`src/rtl/regfile_writeback_if.sv`:
```
// regfile_writeback_if
//   Bundles the write-back controller's traffic:
//   - load issue (iss_*)
//   - ALU result (alu_*)
//   - load return handshake (ld_*)
//   - register-set write port (waddr/wdata/we)
//   - decode-stage hazard query (raddr*/busy*/ld_outstanding)
//   master: the surrounding pipeline / register set. slave: regfile_writeback.
interface regfile_writeback_if;
  logic        iss_valid;
  logic [4:0]  iss_rd;
  logic        alu_valid;
  logic [4:0]  alu_rd;
  logic [31:0] alu_data;
  logic        ld_valid;
  logic        ld_ready;
  logic [4:0]  ld_rd;
  logic [31:0] ld_data;
  logic [4:0]  waddr;
  logic [31:0] wdata;
  logic        we;
  logic [4:0]  raddr1;
  logic [4:0]  raddr2;
  logic        busy1;
  logic        busy2;
  logic        ld_outstanding;

  modport master (
    output iss_valid, iss_rd, alu_valid, alu_rd, alu_data,
           ld_valid, ld_rd, ld_data, raddr1, raddr2,
    input  ld_ready, waddr, wdata, we, busy1, busy2, ld_outstanding
  );

  modport slave (
    input  iss_valid, iss_rd, alu_valid, alu_rd, alu_data,
           ld_valid, ld_rd, ld_data, raddr1, raddr2,
    output ld_ready, waddr, wdata, we, busy1, busy2, ld_outstanding
  );
endinterface

```
`src/rtl/regfile_writeback.sv`:
```
// regfile_writeback
//   Write-back controller for the 32x32 register set.
//   - Merges single-cycle ALU results with variable-latency load returns into
//     at most one registered write per cycle.
//   - ALU results always win arbitration. Loads wait in a 2-entry in-order FIFO.
//   - Keeps a per-register scoreboard of outstanding loads for decode stalls.
// Ports:
//   clk : clock, all state on posedge
//   rst : synchronous active-high reset
//   wb  : regfile_writeback_if.slave. It carries:
//         - issue, ALU and load-return inputs
//         - the registered write port waddr/wdata/we
//         - the combinational hazard outputs busy1/busy2/ld_outstanding
module regfile_writeback (
  input  logic               clk,
  input  logic               rst,
  regfile_writeback_if.slave wb
);

  typedef struct packed {
    logic [4:0]  rd;
    logic [31:0] data;
  } ld_ent_t;

  // FIFO is kept head-aligned: entry 0 is always the head, so a dequeue
  // shifts entry 1 down and an enqueue lands at the post-dequeue count.
  ld_ent_t [1:0] fifo_q, fifo_d;
  logic [1:0]    cnt_q, cnt_d;
  logic [31:0]   pending_q, pending_d;
  logic [4:0]    waddr_q, waddr_d;
  logic [31:0]   wdata_q, wdata_d;
  logic          we_q, we_d;

  logic          ld_ready;
  logic          accept;
  logic          deq;
  logic          wr_slot;
  logic [31:0]   set_mask;
  logic [31:0]   clr_mask;

  // No dequeue credit: readiness depends only on the registered count.
  assign ld_ready = !rst && (cnt_q < 2'd2);
  assign accept   = wb.ld_valid && ld_ready;

  // The ALU cannot be stalled, so the FIFO head only drains in ALU-free cycles.
  assign deq      = !wb.alu_valid && (cnt_q != 2'd0);

  // An accept only happens with cnt_q in {0,1}.
  // The new entry goes to slot 1 only when one entry stays behind.
  assign wr_slot  = (cnt_q == 2'd1) && !deq;

  always_comb begin
    fifo_d = fifo_q;
    cnt_d  = cnt_q;
    if (deq) begin
      fifo_d[0] = fifo_q[1];
    end
    if (accept) begin
      fifo_d[wr_slot].rd   = wb.ld_rd;
      fifo_d[wr_slot].data = wb.ld_data;
    end
    cnt_d = cnt_q + {1'b0, accept} - {1'b0, deq};
  end

  // Write arbitration.
  // An idle cycle holds waddr/wdata.
  // A selected rd=0 still consumes its source but does not write.
  always_comb begin
    waddr_d  = waddr_q;
    wdata_d  = wdata_q;
    we_d     = 1'b0;
    clr_mask = '0;
    if (wb.alu_valid) begin
      waddr_d = wb.alu_rd;
      wdata_d = wb.alu_data;
      we_d    = (wb.alu_rd != 5'd0);
    end else if (deq) begin
      waddr_d  = fifo_q[0].rd;
      wdata_d  = fifo_q[0].data;
      we_d     = (fifo_q[0].rd != 5'd0);
      clr_mask[fifo_q[0].rd] = 1'b1;
    end
  end

  // Scoreboard.
  // - The clear is applied before the set, so a same-edge re-issue wins.
  // - Bit 0 is forced low because writes to x0 never happen.
  always_comb begin
    set_mask = '0;
    if (wb.iss_valid) begin
      set_mask[wb.iss_rd] = 1'b1;
    end
    pending_d = ((pending_q & ~clr_mask) | set_mask) & ~32'h1;
  end

  always_ff @(posedge clk) begin
    if (rst) begin
      fifo_q    <= '0;
      cnt_q     <= '0;
      pending_q <= '0;
      waddr_q   <= '0;
      wdata_q   <= '0;
      we_q      <= 1'b0;
    end else begin
      fifo_q    <= fifo_d;
      cnt_q     <= cnt_d;
      pending_q <= pending_d;
      waddr_q   <= waddr_d;
      wdata_q   <= wdata_d;
      we_q      <= we_d;
    end
  end

  assign wb.ld_ready       = ld_ready;
  assign wb.waddr          = waddr_q;
  assign wb.wdata          = wdata_q;
  assign wb.we             = we_q;
  assign wb.busy1          = pending_q[wb.raddr1];
  assign wb.busy2          = pending_q[wb.raddr2];
  assign wb.ld_outstanding = |pending_q;

endmodule

```
`src/flat_wrapper.sv`:
```
// flat-port wrapper written by rule: the top's interface ports become plain ports
module regfile_writeback_flat 
  (clk, rst, wb_iss_valid, wb_iss_rd, wb_alu_valid, wb_alu_rd, wb_alu_data, wb_ld_valid, wb_ld_rd, wb_ld_data, wb_raddr1, wb_raddr2, wb_ld_ready, wb_waddr, wb_wdata, wb_we, wb_busy1, wb_busy2, wb_ld_outstanding);
  regfile_writeback_if wb_i ();
  input  logic clk;
  input  logic rst;
  input wire logic [$bits(wb_i.iss_valid)-1:0] wb_iss_valid;
  input wire logic [$bits(wb_i.iss_rd)-1:0] wb_iss_rd;
  input wire logic [$bits(wb_i.alu_valid)-1:0] wb_alu_valid;
  input wire logic [$bits(wb_i.alu_rd)-1:0] wb_alu_rd;
  input wire logic [$bits(wb_i.alu_data)-1:0] wb_alu_data;
  input wire logic [$bits(wb_i.ld_valid)-1:0] wb_ld_valid;
  input wire logic [$bits(wb_i.ld_rd)-1:0] wb_ld_rd;
  input wire logic [$bits(wb_i.ld_data)-1:0] wb_ld_data;
  input wire logic [$bits(wb_i.raddr1)-1:0] wb_raddr1;
  input wire logic [$bits(wb_i.raddr2)-1:0] wb_raddr2;
  output wire logic [$bits(wb_i.ld_ready)-1:0] wb_ld_ready;
  output wire logic [$bits(wb_i.waddr)-1:0] wb_waddr;
  output wire logic [$bits(wb_i.wdata)-1:0] wb_wdata;
  output wire logic [$bits(wb_i.we)-1:0] wb_we;
  output wire logic [$bits(wb_i.busy1)-1:0] wb_busy1;
  output wire logic [$bits(wb_i.busy2)-1:0] wb_busy2;
  output wire logic [$bits(wb_i.ld_outstanding)-1:0] wb_ld_outstanding;
  assign wb_i.iss_valid = wb_iss_valid;
  assign wb_i.iss_rd = wb_iss_rd;
  assign wb_i.alu_valid = wb_alu_valid;
  assign wb_i.alu_rd = wb_alu_rd;
  assign wb_i.alu_data = wb_alu_data;
  assign wb_i.ld_valid = wb_ld_valid;
  assign wb_i.ld_rd = wb_ld_rd;
  assign wb_i.ld_data = wb_ld_data;
  assign wb_i.raddr1 = wb_raddr1;
  assign wb_i.raddr2 = wb_raddr2;
  assign wb_ld_ready = wb_i.ld_ready;
  assign wb_waddr = wb_i.waddr;
  assign wb_wdata = wb_i.wdata;
  assign wb_we = wb_i.we;
  assign wb_busy1 = wb_i.busy1;
  assign wb_busy2 = wb_i.busy2;
  assign wb_ld_outstanding = wb_i.ld_outstanding;
  regfile_writeback u_core (.clk(clk), .rst(rst), .wb(wb_i));
endmodule
```
`config.mk`:
```
export PLATFORM = sky130hd
export DESIGN_NAME = regfile_writeback_flat
export DESIGN_NICKNAME = d
export VERILOG_FILES = /design/src/rtl/regfile_writeback_if.sv /design/src/rtl/regfile_writeback.sv /design/src/flat_wrapper.sv
export SDC_FILE = /design/constraint.sdc
export NUM_CORES = 1
export LEC_CHECK = 0
export CAP_MARGIN = 10
export CORE_ASPECT_RATIO = 0.9
export CORE_MARGIN = 4
export CORE_UTILIZATION = 55
export DETAILED_ROUTE_END_ITERATION = 12
export PLACE_DENSITY = 0.85
export SLEW_MARGIN = 10
export SYNTH_ARGS = -nofsm -noshare
export SYNTH_HDL_FRONTEND = slang
export SYNTH_SLANG_ARGS = --single-unit
```
`constraint.sdc`:
```
create_clock -name clk -period 2.6 [get_ports clk]
set_clock_uncertainty 0.1 [all_clocks]
set_input_delay 0.39 -clock clk [delete_from_list [all_inputs] [get_ports clk]]
set_output_delay 0.39 -clock clk [all_outputs]
set_load 0.05 [all_outputs]
```
Word-level counts from Yosys, hierarchy flattened
Index checks and enable logic that the tools add are counted.
{ "op_classes": {"magnitude_cmp": 9, "n_mux": 25, "n_bitwise": 3, "add_sub_neg": 2, "eq_ne": 1, "n_reduce_logical": 15} }
{ "ops": {"columns": ["cell", "n"], "rows": [
  ["2-to-1 mux 32 bit", 6],
  ["bitwise mux 74 bit", 2],
  ["2-to-1 mux 37 bit", 3],
  ["demux 37 bit (select 1 bit)", 2],
  ["AND 32 bit", 1],
  ["NOT 32 bit", 1],
  ["bitwise OR 32 bit", 1],
  ["OR reduction 32 bit", 1],
  ["< comparator 5 x 6 -> 1 bit, second input constant", 4],
  ["binary-select mux 1 bit (select 5 bit)", 2],
  ["demux 1 bit (select 5 bit)", 2],
  [">= comparator 5 x 1 -> 1 bit, second input constant", 2],
  ["2-to-1 mux 5 bit", 2],
  ["nonzero test 5 bit", 2],
  ["logical AND 1 bit", 7],
  ["2-to-1 mux 1 bit", 6],
  ["nonzero test 2 bit", 2],
  ["zero test 1 bit", 3],
  ["adder 2 x 1 -> 2 bit", 1],
  ["equality test 2 x 1 -> 1 bit, second input constant", 1],
  ["< comparator 1 x 2 -> 1 bit, second input constant", 1],
  ["< comparator 2 bit, second input constant", 1],
  ["subtractor 2 x 1 -> 2 bit", 1],
  [">= comparator 1 bit, second input constant", 1]
]} }
{ "word_totals": {"input_bits": 94, "regBits": 146, "out_inout_bits": 42} }

Longest topological paths before layout
Gate-level depths: netlist (run 1).
{ "logic_depth": {"word_depth": 11, "mapped_depth": 9, "ltp_nobuf": 7} }

Worst setup path after synthesis (run 1)
OpenSTA, ideal clock, no wires.
{ "synth_timing": {"path_kind": "input to output", "startpoint": "in wb_raddr1[0]", "endpoint": "out wb_busy1", "setup_slack_ns": 0.197, "arrival_time_ns": 1.913, "cell_stages": 5, "t_required_ns": 2.110, "path_buffers": 1, "cell_sequence": "clkbuf_1 mux4_2 nand2b_1 o211ai_1 nand4_1"} }
{ "synth_between": {"elab_chain_len": 2} }
{ "synth_rtl": {"columns": ["element", "line", "text"], "rows": [
  ["start: declaration", "flat_wrapper.sv:15", "input wire logic [$bits(wb_i.raddr1)-1:0] wb_raddr1;"],
  ["binary-select mux 1 bit (select 5 bit)", "regfile_writeback.sv:118", "assign wb.busy1 = pending_q[wb.raddr1];"],
  ["2-to-1 mux 1 bit (not written as such)", "regfile_writeback.sv:118", null],
  ["end: declaration", "flat_wrapper.sv:21", "output wire logic [$bits(wb_i.busy1)-1:0] wb_busy1;"]
]} }
Every way passes these cells. The select of a mux whose other input is x is not followed.

Final worst setup path (run 1)
{ "layout_timing": {"startpoint": "in wb_raddr1[1]", "endpoint": "out wb_busy1"} }
The elaborated chain is that of the path after synthesis.

==> results of run 1 <==
[power groups by stage]
| stage | clock network (W) | logic, W | registers (W) |
|---|---|---|---|
| after floorplan | 0 | 0.000991 | 0.00277 |
| after global placement | 0 | 0.00167 | 0.00260 |
| after detailed placement | 0 | 0.00171 | 0.00260 |
| after CTS | 0.00277 | 0.00173 | 0.00256 |
| after global routing | 0.00287 | 0.00186 | 0.00259 |
| final | 0.00275 | 0.00172 | 0.00256 |
[worst register-to-register path: stages (launching register included)]
cell and delay [ns]:
dfxtp_1 0.40, o21bai_4 0.22, clkinv_1 0.40, ha_1 0.45, inv_1 0.04, ha_1 0.18
xnor2_1 0.17, nor2_1 0.05
[area by class of cell]
cell class	instances	area [um2]	share of cell area, %
multi-input combinational	588	3512	39.95
sequential	145	2903	33.02
timing repair buffer	154	1499	17.05
clock buffer	18	429.2	4.881
clock inverter	14	235.2	2.675
tap	156	195.2	2.220
inverter	5	18.77	0.2135
[worst min path at each step]
stage,end,cells after the start
after detailed placement,u_core.fifo_q[62]$_SDFFE_PP0P_,2
after CTS,u_core.fifo_q[60]$_SDFFE_PP0P_,2
after floorplan,u_core.fifo_q[37]$_SDFFE_PP0P_,2
final,u_core.fifo_q[64]$_SDFFE_PP0P_,2
after global routing,u_core.fifo_q[64]$_SDFFE_PP0P_,2
after global placement,u_core.fifo_q[67]$_SDFFE_PP0P_,2
[sequential cells by signal, summed over array words and instances (netlist names)]
name / cells
u_core.fifo_q: 74
u_core.wb.wdata: 32
u_core.pending_q: 31
u_core.wb.waddr: 5
u_core.cnt_q: 2
u_core.wb.we: 1
[placed cells by master (no fill, tap or decap), types with 3 or more instances in the layout]
cell type / synthesis / layout
a311oi_1: 37 / 37
or2_2: 4 / 4
mux4_2: 6 / 6
clkbuf_16: 0 / 17
mux2_2: 37 / 37
bufinv_16: 0 / 6
nor3b_1: 4 / 4
clkinv_2: 0 / 4
a22oi_1: 4 / 4
nand4_1: 3 / 3
nand3_1: 11 / 10
and3_1: 3 / 3
a21oi_1: 75 / 75
nand2_1: 189 / 188
nor4_1: 7 / 7
nand2b_1: 6 / 6
inv_1: 4 / 4
o21ai_0: 33 / 33
clkdlybuf4s50_1: 0 / 126
dfxtp_1: 145 / 145
nor2_1: 85 / 85
buf_4: 4 / 21
mux2i_1: 55 / 55
nor2b_1: 5 / 5
[cell families after synthesis]
family	Yosys count	synth area share [%]
adders and majority gates	2	0.3747
and+or+nand+nor	330	20.87
DFF	145	43.47
buffers and inverters	63	4.234
AOI/OAI and AO/OA	156	14.28
muxes	98	16.51
xor gates and xnor gates	2	0.2624
[through the flow]
stage               std cells  worst slack, ns
global placement         1048          0.02349
CTS                      1080          0.04612
detailed placement       1048         -0.08748
finish                   1080           0.1346
global route             1080          0.06947
floorplan                 796           0.1965
[routing by layer]
layer / track usage, % / routed length (um)
met1: 35.24 / 7817
met2: 44.02 / 8898
met3: 8.413 / 1737
met4: 12.34 / 643
met5: 0 / 0
[what timing repair did]
| item | 4_1_cts | 5_1_grt |
|---|---|---|
| cloned | 0 | 0 |
| hold buffers | 0 | 0 |
| setup endpoints to repair | 3 | 2 |
| gates resized for setup | 3 | 3 |
==> impl_metrics.csv, run 1 <==
group,metric,value,unit
pwr,powerDensity,799.9,nW/um2
timing,timing.final.hold_violations,0,
critical_path,arrival,1.98,ns
drt,vias,6400,
synth,seq_area_frac_synth,43.47,%
drt,first_pass_iters,5,
global_routing,grt_pass1_wl,31290,um
drt,wl_per_cell,17.68,um
synth,yosys-top-cells-area,"dfxtp_1, nand2_1, mux2i_1",
synth,synth_top_area_cell,"dfxtp_1",
critical_path,regToRegSetupSlack,0.44,ns
critical_path,critPathSlowestCell,"clkdlybuf4s50_1",
critical_path,path_delay_family,"buffers and inverters",
final_layout,fin_nets,1007,
worst_hold_path,min_from,"u_core.fifo_q[64]$_SDFFE_PP0P_",
final_layout,fin_util,75.36,%
floorplanning,core,11670,um2
drt,first_iter_violations,526,
clocking,numCtsBuffers,17,
timing,drv_slew,0,
floorplanning,die_h,112.5,um
placement,place_area,8133,um2
final_layout,syn_to_final_growth,31.67,%
synth,synth-seq-cells,145,
pwr,pwr-share-seq,36.5,%
final_layout,drive_gt1_share,11.80,%
run_status,outcome,"finished clean",
clocking,clockRootBuffer,"clkbuf_16",
pwr,p_int,0.004940,W
pwr,p_sw,0.002093,W
timing,fin_crit_sh,94.82,%
final_layout,num_antenna_cells,0,
floorplanning,die_area,13970,um2
floorplanning,ios,136,
synth,ys_warn_count,0,
critical_path,worstReg2RegEnd,"u_core.cnt_q[1]$_SDFF_PP0_",
synth,synthFlopType,"dfxtp_1",
critical_path,crit_path_end,"wb_busy1",
clocking,postCtsSetupBuffers,0,
pwr,p_clk_share,39.1,%
critical_path,startpoint_type,"primary input",
synth,syn_area,6678,um2
timing,whs,0.3545,ns
pwr,p_leak,3.320,nW
critical_path,slowest_delay,0.64,ns
synth,syn_inst,796,
worst_hold_path,hold_class,"reg2reg",
final_layout,fin_area,8792,um2
global_routing,antenna_found_initial,0,
global_routing,grt_pass1_vias,6410,
synth,synth_common_cells,"nand2_1, dfxtp_1, nor2_1",
global_routing,track_usage,27.94,%
floorplanning,rows,37,
pwr,pwr-share-comb,24.5,%
placement,io_buffers,135,
run,cap_violations,0,
critical_path,cp_num_buf_inv,2,
clocking,clkLatencyLatePin,0.42,ns
critical_path,worst-path-stages,6,
synth,async_flop_share,0,%
critical_path,critPathRequiredTime,2.11,ns
pwr,power,0.007033,W
critical_path,end_kind,"output port",
placement,detailed_place_hpwl,12740,um
timing,maxSlewHeadroom,54.18,%
timing,tightest_slew,0.6847,ns
drt,vias_per_cell,5.926,
drt,drc,0,
clocking,clkTransAtPathRegs,0.06,ns
timing,grt_setup_unrepaired,"false",
drt,wl,19100,um
critical_path,critPathLaunch,"wb_raddr1[1]",
timing,setup_violations,0,
synth,synth_top_area_share,43.47,%
clocking,cts_tree,"built",
synth,syn_area_per_cell,8.389,um2
final_layout,n_fill_cell,799,
drt,antenna_left,0,
clocking,cts_buffer_depth,2,
placement,gp_congestion,0.9243,
global_routing,grt_overflow_total,0,
pwr,swShare,29.77,%
critical_path,path_max_fanout,7,
timing,period_minus_slack,2.465,ns
critical_path,worst_r2r_startpoint,"u_core.cnt_q[0]$_SDFF_PP0_",
timing,fmax,0.4056,GHz
pwr,peakVddDrop,0.5161,mV
global_routing,grt_max_degree,146,
synth,synth_cell_type_count,41,
critical_path,crit_chain,"clkdlybuf4s50_1 -> mux4_2 -> nand2b_1 -> o211ai_1 -> nand4_1 -> buf_4",
synth,synth_nets,892,
critical_path,path_class,"in2out",
clocking,cts.sinks,145,
synth,synth_edf_count,0,
timing,tns,0,ns
floorplanning,die_x,124.1,um
critical_path,reg2reg_depth,7,
floorplanning,start_util,57.24,%
clocking,cts_max_level,4,
synth,synth.most_common_cell,"nand2_1",
Note: power is estimated with default switching activity, not from simulation.
==> run 2: changes to the inputs <==
- ABC_AREA: unset -> 1
- SLEW_MARGIN: 10 -> 20
==> run 2 against run 1 <==
  * Design area down 2.1%
  * Die area decreased by 0.80%
  * Core utilization decreased by 1.3 points
  * Count of clock-buffer cells in the layout rose by 2
  * Cell count is 12% higher
  * Via count grew 4.3%
  * Critical path type unchanged
  * Power increased by 7.1%
  * Worst setup slack improved by 0.10 ns
  * Area after synthesis down 0.86%
  * Global-route usage is 1.0 points lower
==> impl_metrics.csv, run 2 <==
group,metric,value,unit
timing,timing.final.hold_violations,0,
worst_hold_path,min_from,"wb_alu_valid",
synth,synth-seq-cells,145,
synth,synthFlopType,"dfxtp_1",
timing,tns,0,ns
drt,antenna_left,0,
floorplanning,die_h,112.1,um
placement,gp_congestion,0.9278,
timing,setup_violations,0,
clocking,cts.sinks,145,
floorplanning,ios,136,
clocking,clockRootBuffer,"clkbuf_16",
drt,met2_length,8483,um
synth,syn_area,6620,um2
synth,synth.most_common_cell,"nand2_1",
worst_hold_path,hold_class,"in2reg",
critical_path,critPathLaunch,"wb_raddr1[0]",
final_layout,largest_register_ffs,74,
synth,synthXorXnorAreaFrac,0.1323,%
placement,io_buffers,135,
synth,ys_warn_count,0,
clocking,clkLatencyLatePin,0.41,ns
placement,detailed_place_hpwl,12040,um
timing,drv_slew,0,
pwr,power,0.007530,W
pwr,p_sw,0.002603,W
floorplanning,die_x,123.6,um
synth,syn_area_per_cell,7.126,um2
pwr,swShare,34.57,%
synth,synth_common_cells,"nand2_1, dfxtp_1, a21oi_1, o21ai_0, inv_1",
pwr,p_clk_share,34.1,%
pwr,p_int,0.004927,W
pwr,p_leak,3.200,nW
final_layout,fin_cells,1210,
final_layout,fin_nets,1136,
clocking,numCtsBuffers,17,
global_routing,grt_pass1_vias,6103,
timing,tightest_slew,0.7148,ns
global_routing,track_usage,26.94,%
drt,vias_per_cell,5.514,
critical_path,reg2reg_depth,8,
critical_path,crit_chain,"clkdlybuf4s50_1 -> inv_1 -> nand2_1 -> nand3_1 -> nand3_1 -> nand2_1 -> nand2_1 -> nand2_1 -> nand2_1 -> nand2_1 -> buf_12",
final_layout,drive_gt1_share,6.268,%
critical_path,path_class,"in2out",
critical_path,path_common_cell,"nand2_1",
final_layout,final_cell_mix,"nand2_1, dfxtp_1, clkdlybuf4s50_1",
drt,vias,6672,
synth,synth_top_area_cell,"dfxtp_1",
placement,placed_cells,1176,
clocking,cts_buffer_depth,2,
global_routing,grt_overflow_total,0,
global_routing,grt_max_degree,63,
timing,fin_crit_sh,90.95,%
clocking,postCtsSetupBuffers,0,
timing,grt_setup_unrepaired,"false",
pwr,pwr-share-comb,28.7,%
drt,drc,0,
synth,synthSimpleGateAreaFrac,22.53,%
clocking,clkTransAtPathRegs,0.06,ns
critical_path,worst_r2r_startpoint,"u_core.cnt_q[1]$_SDFF_PP0_",
critical_path,startpoint_type,"primary input",
synth,async_flop_share,0,%
synth,yosys-top-cells-area,"dfxtp_1, nand2_1, a21oi_1",
pwr,peakVddDrop,0.7235,mV
synth,synth_edf_count,0,
floorplanning,die_area,13860,um2
floorplanning,rows,37,
pwr,powerDensity,875.1,nW/um2
drt,wl_per_cell,15.39,um
critical_path,end_kind,"output port",
critical_path,slowest_delay,0.42,ns
drt,highest-signal-layer,"met4",
final_layout,top_register,"u_core.fifo_q",
synth,synth_cell_type_count,31,
critical_path,worstReg2RegEnd,"u_core.cnt_q[1]$_SDFF_PP0_",
clocking,cts_tree,"built",
final_layout,fin_util,74.05,%
floorplanning,start_util,56.97,%
critical_path,arrival,1.87,ns
run,cap_violations,0,
critical_path,critPathSlowestCell,"clkdlybuf4s50_1",
synth,seq_area_frac_synth,43.85,%
pwr,pwr-share-seq,37.3,%
synth,syn_inst,929,
drt,routedLengthMet1,8089,um
drt,met3_length,1817,um
synth,synth_top_family_by_area,"compound AO/OA/AOI/OAI gates",
synth,synth_top_area_share,43.85,%
final_layout,layout_commonest_cell,"nand2_1",
final_layout,syn_to_final_growth,29.98,%
critical_path,critPathRequiredTime,2.11,ns
clocking,cts_max_level,4,
global_routing,antenna_found_initial,1,
run_status,outcome,"finished clean",
critical_path,regToRegSetupSlack,0.64,ns
timing,period_minus_slack,2.365,ns
critical_path,crit_path_end,"wb_busy1",
floorplanning,core,11620,um2
global_routing,grt_pass1_wl,30120,um
final_layout,n_fill_cell,929,
clocking,postCtsHoldBufs,0,
drt,first_iter_violations,592,
drt,wl,18620,um
clocking,post_cts_resized,0,
synth,synthAdderAreaFrac,0.3780,%
drt,first_pass_iters,8,
synth,synth_nets,1025,
synth,synth_mux_area_share,0,%
timing,maxSlewHeadroom,52.17,%
timing,fmax,0.4229,GHz
timing,whs,0.3438,ns
synth,synth_compound_area_share,23.61,%
critical_path,path_max_fanout,15,
## run 2: cell types whose count changed after synthesis, sizes merged, moves of 11 or more
cell,change
a31oi,+36
mux2,-37
nor2,-70
mux2i,-55
inv,+64
o21ai,+121
nand3,+50
a311oi,-37
nand2,+66
a21oi,+33
nor3,+11
## run 2: cells by family after synthesis
| kind of cell | after synthesis |
|---|---|
| and+or+nand+nor | 353 |
| AOI/OAI and AO/OA | 300 |
| DFF | 145 |
| buffers and inverters | 128 |
| adders and majority gates | 2 |
| xor gates and xnor gates | 1 |
## run 2: worst max-delay path, delay by kind of cell
kind                   cells  cell delay (ns)
buffers and inverters      3             0.90
and+or+nand+nor            8             0.58
## run 2: metal layers
layer	up-vias	GRT usage, %
met5	-	0
met4	0	8.487
met3	21	7.053
met2	288	41.01
met1	3005	37.36
li1	3358	-
## run 2: per-stage QoR
stage          setup slack, ns  instance area [um2]
2_1_floorplan           0.5727                 6620
3_3_place_gp            0.2784                 7945
3_5_place_dp            0.2618                 7945
4_1_cts                0.05250                 8572
5_1_grt                0.03091                 8605
6_report                0.2354                 8605
## run 2: cell type report
type / count / area, um2 / share of cell area, %
sequential: 145 / 2903 / 33.74
tap: 156 / 195.2 / 2.268
timing repair buffer: 152 / 1524 / 17.71
inverter: 68 / 255.2 / 2.966
clock inverter: 12 / 170.2 / 1.978
clock buffer: 20 / 456.7 / 5.308
multi-input combinational: 656 / 3098 / 36.00
antenna: 1 / 2.502 / 0.02908
## run 2: worst min path at each step
stage / to / depth (start not counted) / slack (ns)
after floorplan: u_core.fifo_q[37]$_SDFFE_PP0P_ / 2 / 0.33
after global placement: u_core.fifo_q[39]$_SDFFE_PP0P_ / 2 / 0.34
after detailed placement: u_core.fifo_q[49]$_SDFFE_PP0P_ / 2 / 0.34
after CTS: u_core.wb.wdata[2]$_SDFFE_PP0P_ / 4 / 0.33
final: u_core.wb.wdata[2]$_SDFFE_PP0P_ / 4 / 0.34
after global routing: u_core.wb.waddr[4]$_SDFFE_PP0P_ / 4 / 0.37
## run 2: power groups by stage
| stage | Clock [W] | Combinational (W) | Sequential (W) |
|---|---|---|---|
| after CTS | 0.00258 | 0.00213 | 0.00280 |
| after detailed placement | 0 | 0.00211 | 0.00284 |
| after global placement | 0 | 0.00207 | 0.00283 |
| after global routing | 0.00268 | 0.00239 | 0.00285 |
| final | 0.00256 | 0.00216 | 0.00281 |
| after floorplan | 0 | 0.00123 | 0.00312 |
==> run 3: changes to the inputs <==
--- a/config.mk
+++ b/config.mk
@@ -10,8 +10,8 @@
 export CORE_ASPECT_RATIO = 0.9
 export CORE_MARGIN = 4
-export CORE_UTILIZATION = 55
+export CORE_UTILIZATION = 52
 export DETAILED_ROUTE_END_ITERATION = 12
-export PLACE_DENSITY = 0.85
-export SLEW_MARGIN = 20
+export PLACE_DENSITY = 0.81
+export SLEW_MARGIN = 40
 export SYNTH_ARGS = -nofsm -noshare
 export SYNTH_HDL_FRONTEND = slang
==> constraint.sdc (replaced) <==
create_clock -name clk -period 2.5 [get_ports clk]
set_clock_uncertainty 0.1 [all_clocks]
set_input_delay 0.375 -clock clk [delete_from_list [all_inputs] [get_ports clk]]
set_output_delay 0.375 -clock clk [all_outputs]
set_load 0.1 [all_outputs]
==> run 3 against run 2 <==
  * Design area fell by 1.5%
  * Die area rose by 5.4%
  * Cell count rose by 0.58%
  * Critical path type unchanged
  * Largest power group unchanged
==> impl_metrics.csv, run 3 (synthesis gave the netlist of run 2 again) <==
group,metric,value,unit
clocking,cts.sinks,145,
pwr,p_sw,0.003088,W
clocking,clkTransAtPathRegs,0.06,ns
timing,timing.final.hold_violations,0,
floorplanning,core,12270,um2
critical_path,startpoint_type,"primary input",
floorplanning,die_h,115.0,um
pwr,peakVddDrop,0.7835,mV
final_layout,drive_gt1_share,10.31,%
drt,wl_per_cell,14.86,um
global_routing,grt_max_degree,108,
run_status,outcome,"finished clean",
floorplanning,start_util,53.97,%
final_layout,num_antenna_cells,0,
floorplanning,die_area,14600,um2
clocking,cts_buffer_depth,2,
clocking,postCtsHoldBufs,0,
placement,detailed_place_hpwl,12110,um
drt,antenna_left,0,
clocking,clkLatencyLatePin,0.41,ns
drt,first_pass_iters,6,
global_routing,track_usage,24.36,%
final_layout,top_register,"u_core.fifo_q",
drt,drc,0,
placement,place_area,7898,um2
placement,gp_congestion,0.9442,
pwr,power,0.007899,W
floorplanning,ios,136,
timing,maxSlewHeadroom,60.67,%
pwr,p_clk_share,29.9,%
timing,whs,0.3418,ns
pwr,pwr-share-comb,33.1,%
critical_path,end_kind,"output port",
timing,tns,0,ns
clocking,clockRootBuffer,"clkbuf_16",
drt,wl,18080,um
timing,fmax,0.4290,GHz
global_routing,antenna_found_initial,0,
timing,drv_slew,0,
floorplanning,die_x,126.9,um
worst_hold_path,hold_class,"in2reg",
pwr,swShare,39.09,%
critical_path,critPathRequiredTime,2.03,ns
timing,fin_crit_sh,93.25,%
timing,grt_setup_unrepaired,"false",
pwr,p_int,0.004811,W
pwr,p_leak,3.221,nW
timing,tightest_slew,0.5878,ns
timing,period_minus_slack,2.331,ns
drt,vias_per_cell,5.503,
critical_path,path_class,"in2out",
run,cap_violations,0,
global_routing,grt_overflow_total,0,
final_layout,final_cell_mix,"nand2_1, dfxtp_1, o21ai_0, a21oi_1, clkdlybuf4s50_1",
global_routing,grt_pass1_vias,5950,
final_layout,fin_area,8478,um2
clocking,post_cts_resized,0,
final_layout,fin_nets,1140,
critical_path,path_max_fanout,15,
placement,post-place-ws,0.1538,ns
clocking,cts_tree,"built",
placement,io_buffers,135,
floorplanning,rows,38,
drt,first_iter_violations,712,
final_layout,syn_to_final_growth,28.07,%
final_layout,largest_register_ffs,74,
drt,vias,6697,
pwr,pwr-share-seq,37.0,%
critical_path,arrival,1.86,ns
final_layout,layout_commonest_cell,"nand2_1",
pwr,powerDensity,931.7,nW/um2
clocking,cts_max_level,4,
timing,worst_slack,0.1689,ns
timing,setup_violations,0,
clocking,postCtsSetupBuffers,0,
clocking,numCtsBuffers,17,
global_routing,grt_pass1_wl,28970,um
==> run 3: changes by cell type in the layout (fill, tap and decap cells not counted), sizes merged <==
cell | previous run | this run
clkdlybuf4s50 | 130 | 90
buf | 21 | 64
inv | 73 | 69
bufinv | 3 | 1
diode | 1 | 0
clkinvlp | 1 | 8
==> run 3: cell type report <==
class	instances	area (um2)
multi-input combinational	656	3098
clock buffer	20	436.7
inverter	68	259.0
tap	160	200.2
fill	1035	3789
timing repair buffer	155	1463
sequential	145	2903
clock inverter	12	111.4
timing repair inverter	1	7.507
==> run 3: final timing paths <==
| check | start | end | slack (ns) | cells past startpoint |
|---|---|---|---|---|
| max | wb_raddr2[0] | wb_busy2 | 0.17 | 11 |
| min | rst | u_core.wb.wdata[9]$_SDFFE_PP0P_ | 0.34 | 3 |
| max reg2reg | u_core.cnt_q[1]$_SDFF_PP0_ | u_core.pending_q[1]$_SDFF_PP0_ | 0.44 | 6 |
| min reg2reg | u_core.fifo_q[45]$_SDFFE_PP0P_ | u_core.fifo_q[45]$_SDFFE_PP0P_ | 0.35 | 2 |
==> run 3: worst max-delay path: stages <==
cell and delay (ns):
clkdlybuf4s50_1 0.41, inv_1 0.31, nand2_1 0.10, nand3_1 0.09, nand3_1 0.07, nand2_1 0.07, nand2_1 0.04, nand2_1 0.06
nand2_1 0.05, nand2_1 0.10, buf_12 0.18
==> run 3: through the flow <==
stage	utilization (%)	std cells
after global placement	64.38	1183
after floorplan	-	929
after detailed placement	64.38	1183
final	69.11	1217
after global routing	69.11	1217
after CTS	68.85	1215
==> run 3: per-layer routing <==
metal	wire [um]	share of wire [%]	GRT usage (%)
met5	0	0	0
met4	391	2.2	7.291
met3	1838	10	7.850
met2	7942	44	37.55
met1	7909	44	32.90
==> run 3: power by group through the flow <==
| stage | registers [W] | logic, W | clock network, W |
|---|---|---|---|
| after floorplan | 0.00361 | 0.00133 | 0 |
| after global placement | 0.00295 | 0.00254 | 0 |
| after detailed placement | 0.00296 | 0.00258 | 0 |
| after CTS | 0.00292 | 0.00260 | 0.00238 |
| after global routing | 0.00296 | 0.00283 | 0.00249 |
| final | 0.00292 | 0.00261 | 0.00236 |
==> patch 1 (flow settings as in run 2) <==
Take the reset off `pending_q` and load it in a clocked block of its own.
--- a/src/rtl/regfile_writeback.sv
+++ b/src/rtl/regfile_writeback.sv
@@ -99,3 +99,2 @@
       cnt_q     <= '0;
-      pending_q <= '0;
       waddr_q   <= '0;
@@ -106,3 +105,2 @@
       cnt_q     <= cnt_d;
-      pending_q <= pending_d;
       waddr_q   <= waddr_d;
@@ -111,2 +109,6 @@
     end
+  end
+
+  always_ff @(posedge clk) begin
+    pending_q <= pending_d;
   end
Behaviour: not the same (a bounded check fails within 4 cycles, from zero or initial values and one cycle with rst high).
==> patch 1 against run 2 <==
- clock power barely moved
- cell area fell by 1.5%
- sequential share of layout area rose by 0.50 points
- hold slack got worse by 0.057 ns
- setup slack got worse by 0.038 ns
- routed wire length fell by 1.2%
- total power rose by 10%
- non-clock buffer count rose by 1
- area after synthesis fell by 3.4%
- global-route usage rose by 1.0 points
- critical endpoint is now wb_ld_outstanding
- critical path type is now register to output port
- sequential cell count did not move
==> patch 1: results (changes against run 2) <==
r2r worst-path depth - 7 (-1)
vias in the first global route - 6285 (+3.0%)
Primary FF master, synth - dfxtp_1
ranking of synthesized cells by area - dfxtp_1 45%, nand2_1 13%, o21ai_0 12%
Most flops, register - u_core.fifo_q
routed len/inst - 15.5 microns (+0.82%)
initial DRC count - 530 (-10%)
Peak VDD IR - 677 uV (-6.4%)
gpl congestion - 0.926 (-0.18%)
synth warn - 0 (unchanged)
Leak - 3.25 nW (+1.5%)
CTS clk-pin slew, worst paths - 0.06 ns (about the same)
worst-path maximum fanout - 4 (-11)
Place WS - 0.245 ns (-0.0169 ns)
switching power - 2.94 mW (+13%)
Synth top cells by count - 227 x nand2_1, 149 x o21ai_0, 145 x dfxtp_1, 78 x a21oi_1, 73 x nand3_1
mux contribution to synthesized area - 0% (unchanged)
Final HPWL DP - 12.5 mm (+3.5%)
async set-reset flop share out of synthesis - 0% (unchanged)
total CTS buffers - 17 (unchanged)
first-pass GRT wire length - 29.8 mm (-1.2%)
hold depth - 3 (-1)
largest net degree at the start of global routing - 54 (-14%)
Slew HR - 63.3% (+11 points)
worst skew pair latency - 0.42 ns
H-Tree Depth - 4 (unchanged)
Slew Limit Fails - 0 (unchanged)
root buffer selected by CTS - clkbuf_16
Compound-Gate Fraction of Synth Area - 24.3% (+0.72 points)
setup bufs post-CTS - 0 (unchanged)
DR vias - 6621 (-0.76%)
Layout fillers - 907 (-2.4%)
sequential area share after synthesis - 45.4% (+1.6 points)
# port buffers - 135 (unchanged)
Global Route Usage Sum - 27.9% (+1.0 points)
XOR/XNOR Fraction of Synth Area - 0.137% (+0.0047 points)
clk buf depth - 2 (unchanged)
Largest register FFs - 74 (unchanged)
TritonRoute pass-1 iters - 7 (-1)
library cells used by synthesis - 24 (-23%)
worst hold path class - input port to register
Post-Synth Adder-Cell Area - 0.391% (+0.013 points)
initial antenna violation count - 0 (-1)
Mapped Nets - 999 (-2.5%)
# nets final - 1114 (-1.9%)
n_diodes - 0 (-1)
status - complete, no violations
layout cells sized above 1 - 6.21% (-0.054 points)
patch 1: cell types whose count changed after synthesis, sizes merged, moves of 2 or more:
cell / before / now
nand3b: 2 / 0
nor3: 12 / 0
o21ai: 154 / 186
clkbuf: 24 / 26
nand3: 61 / 73
nand2: 255 / 227
buf: 36 / 31
a21oi: 108 / 78
inv: 68 / 72
patch 1: worst max-delay path, stage by stage, from the launching register on:
cell and delay [ns]:
dfxtp_1 0.35, or2_2 0.30, nor4_1 0.24, nand4_1 0.15, dlygate4sd2_1 0.45
patch 1: repair_timing:
action                     in CTS  in global routing
gates resized for setup         1                  0
hold buffers                    0                  0
setup endpoints to repair       1                  0
patch 1: worst paths after layout:
path,from,endpoint,slack [ns]
worst max-delay path,u_core.pending_q[16]$_DFF_P_,wb_ld_outstanding,0.20
worst min-delay path,wb_alu_valid,u_core.wb.wdata[16]$_SDFFE_PP0P_,0.29
worst max register to register,u_core.cnt_q[1]$_SDFF_PP0_,u_core.pending_q[15]$_DFF_P_,0.72
worst min register to register,u_core.fifo_q[23]$_SDFF_PP0_,u_core.wb.wdata[23]$_SDFFE_PP0P_,0.35
patch 1: layout make-up:
type	count	area [sq um]	area share [%]
inverter	72	270	3.19
clock inverter	10	158	1.86
clock buffer	21	470	5.55
sequential	145	2900	34.2
tap	156	195	2.30
timing repair buffer	153	1520	18.0
multi-input combinational	629	2960	34.9
patch 1: routing by layer:
metal	track usage (%)	up-vias	share of wire, %
li1	-	3281	-
met1	34.2	3000	42
met2	47.0	300	47
met3	7.91	40	8.2
met4	10.8	0	2.6
met5	0	-	0
patch 1: cell families after synthesis:
logic type,after synthesis
DFF,145
adders and majority gates,2
AOI/OAI and AO/OA,301
xor gates and xnor gates,1
and+or+nand+nor,325
buffers and inverters,129
patch 1: through the flow:
step	util (%)	instance area (sq um)	std cells	power, mW
after floorplan	-	6390	903	4.83
after global placement	69.0	7850	1155	5.63
after detailed placement	69.0	7850	1155	5.69
after CTS	74.5	8480	1186	8.28
after global routing	74.5	8480	1186	8.75
final	74.5	8480	1186	8.29
patch 1: power groups by stage:
stage          combinational, mW  sequential (mW)  clock, mW
3_5_place_dp                2.48             3.21          0
3_3_place_gp                2.43             3.20          0
6_report                    2.53             3.20       2.56
5_1_grt                     2.82             3.25       2.68
2_1_floorplan               1.45             3.38          0
4_1_cts                     2.52             3.18       2.58
==> patch 2 (flow settings as in run 2) <==
Made on the original files. Make the reset (`rst`) asynchronous in one clocked block. Comments in the files are not updated.
--- a/src/rtl/regfile_writeback.sv
+++ b/src/rtl/regfile_writeback.sv
@@ -95,3 +95,3 @@
 
-  always_ff @(posedge clk) begin
+  always_ff @(posedge clk or posedge rst) begin
     if (rst) begin
Check against the original RTL: differs if rst is asserted again (counterexample within 4 cycles, from zero or initial values and one cycle with rst high); with rst held inactive, the same outputs for 4 cycles.
==> patch 2 against run 2 <==
- total power rose by 41%
- final cell count down 6.3%
- sequential cell count did not move
- cell area grew 5.8%
- area after synthesis is 6.2% higher
- setup slack worse by 0.047 ns
- non-clock buffer count shrank 1
- highest routed layer unchanged
- critical endpoint is now wb_busy2
- register-to-register slack worse by 0.20 ns
- routed wire length rose by 4.7%
==> patch 2: results (changes against run 2) <==
status - complete, no violations
Clock power frac - 22.7% (-11 points)
Signal buf overhead - 16.7% (-1.0 points)
routed len/inst - 17.2 microns (+12%)
metal3 WL - 1.80 mm (-0.72%)
initial antenna violation count - 0 (-1)
Slew HR - 28.8% (-23 points)
Net Sw Frac - 41.4% (+6.9 points)
max incr delay on CP - 0.45 ns (+0.03 ns)
count of multi-input gates - 557 (-15%)
Mapped Nets - 929 (-9.4%)
main combinational cell family by area after synthesis - simple AND/OR/NAND/NOR gates
met2 Resource Use GR - 44.8% (+3.8 points)
DR vias - 6393 (-4.2%)
footprint of the multi-input gates - 0.00283 sq mm (-8.5%)
mux contribution to synthesized area - 0.160% (+0.16 points)
global-route met1 utilization - 35.7% (-1.7 points)
WP data arrival - 1.92 ns (+0.05 ns)
M1 WL - 7.91 mm (-2.3%)
Leak - 4.21 nW (+32%)
Post-Syn Area per Cell - 8.44 sq um (+18%)
ranking of synthesized cells by area - dfrtp_1 52%, nand2_1 12%, o21ai_0 6.8%
largest net degree at the start of global routing - 96 (+52%)
Post-Synth Adder-Cell Area - 0.356% (-0.022 points)
Seq area share - 39.9% (+6.1 points)
number of non-clock buffers - 151 (-0.66%)
async set-reset flop share out of synthesis - 100% (+100 points)
Compound-Gate Fraction of Synth Area - 18.6% (-5.0 points)
Layout fillers - 897 (-3.4%)
Overall Power - 10.6 mW (+41%)
layout cells sized above 1 - 9.14% (+2.9 points)
vias in the first global route - 6270 (+2.7%)
Global Route Usage Sum - 27.1% (+0.20 points)
M3 GR Usage - 6.55% (-0.50 points)
XOR/XNOR Fraction of Synth Area - 0.249% (+0.12 points)
met2 wire length - 9.28 mm (+9.4%)
Final HPWL DP - 12.7 mm (+5.6%)
Synth top cells by count - 222 x nand2_1, 145 x dfrtp_1, 96 x o21ai_0, 87 x inv_1, 79 x nand3_1
gpl congestion - 0.927 (about the same)
Flop+latch power - 4.12 mW (+47%)
clk tree area frac - 6.39% (-0.89 points)
library cells used by synthesis - 29 (-6.5%)
first-pass GRT wire length - 31.4 mm (+4.3%)
initial DRC count - 670 (+13%)
Peak VDD IR - 789 uV (+9.1%)
-- patch 2: cell types whose count changed in the layout (fill, tap and decap cells not counted), moves of 11 or more --
cell      change
o211ai_2     +25
a31oi_1      -34
nor2_1       +20
o211ai_1     +25
nand3_1      +20
dfxtp_1     -145
a21oi_1     -105
nand2_1      -33
dfrtp_1     +145
inv_1        +20
nor3_1       -11
o21ai_0      -11
o22ai_1      +17
-- patch 2: stage by stage --
step	hold WS (ns)	instance area (sq um)	setup WS, ns	util (%)
5_1_grt	0.401	9100	0.0599	74.2
3_5_place_dp	0.374	8520	0.226	69.5
3_3_place_gp	0.368	8520	0.238	69.5
4_1_cts	0.378	9100	0.0949	74.2
6_report	0.375	9100	0.188	74.2
2_1_floorplan	0.354	7040	0.291	-
-- patch 2: what timing repair did --
action | 4_1_cts | 5_1_grt
pin swaps | 0 | 0
gates resized for setup | 1 | 2
buffers inserted | 0 | 0
endpoints found under the setup margin | 1 | 1
-- patch 2: final timing paths --
kind	start	slack, ns	cells past startpoint	to
worst max-delay path	wb_raddr2[0]	0.19	11	wb_busy2
worst min-delay path	wb_alu_valid	0.38	4	u_core.wb.wdata[20]$_DFFE_PP0P_
worst max register to register	u_core.cnt_q[1]$_DFF_PP0_	0.44	5	u_core.wb.wdata[23]$_DFFE_PP0P_
worst min register to register	u_core.wb.wdata[22]$_DFFE_PP0P_	0.39	2	u_core.wb.wdata[22]$_DFFE_PP0P_
max in group asynchronous	rst	1.42	3	u_core.wb.wdata[28]$_DFFE_PP0P_
min in group asynchronous	rst	0.46	3	u_core.pending_q[24]$_DFF_PP0_
-- patch 2: worst reg2reg max path, stage by stage, from the launching register on --
cell	delay, ns
dfrtp_1	0.50
nor2_4	0.08
nand2_1	0.10
clkinv_1	0.83
nand2_1	0.31
o211ai_1	0.11
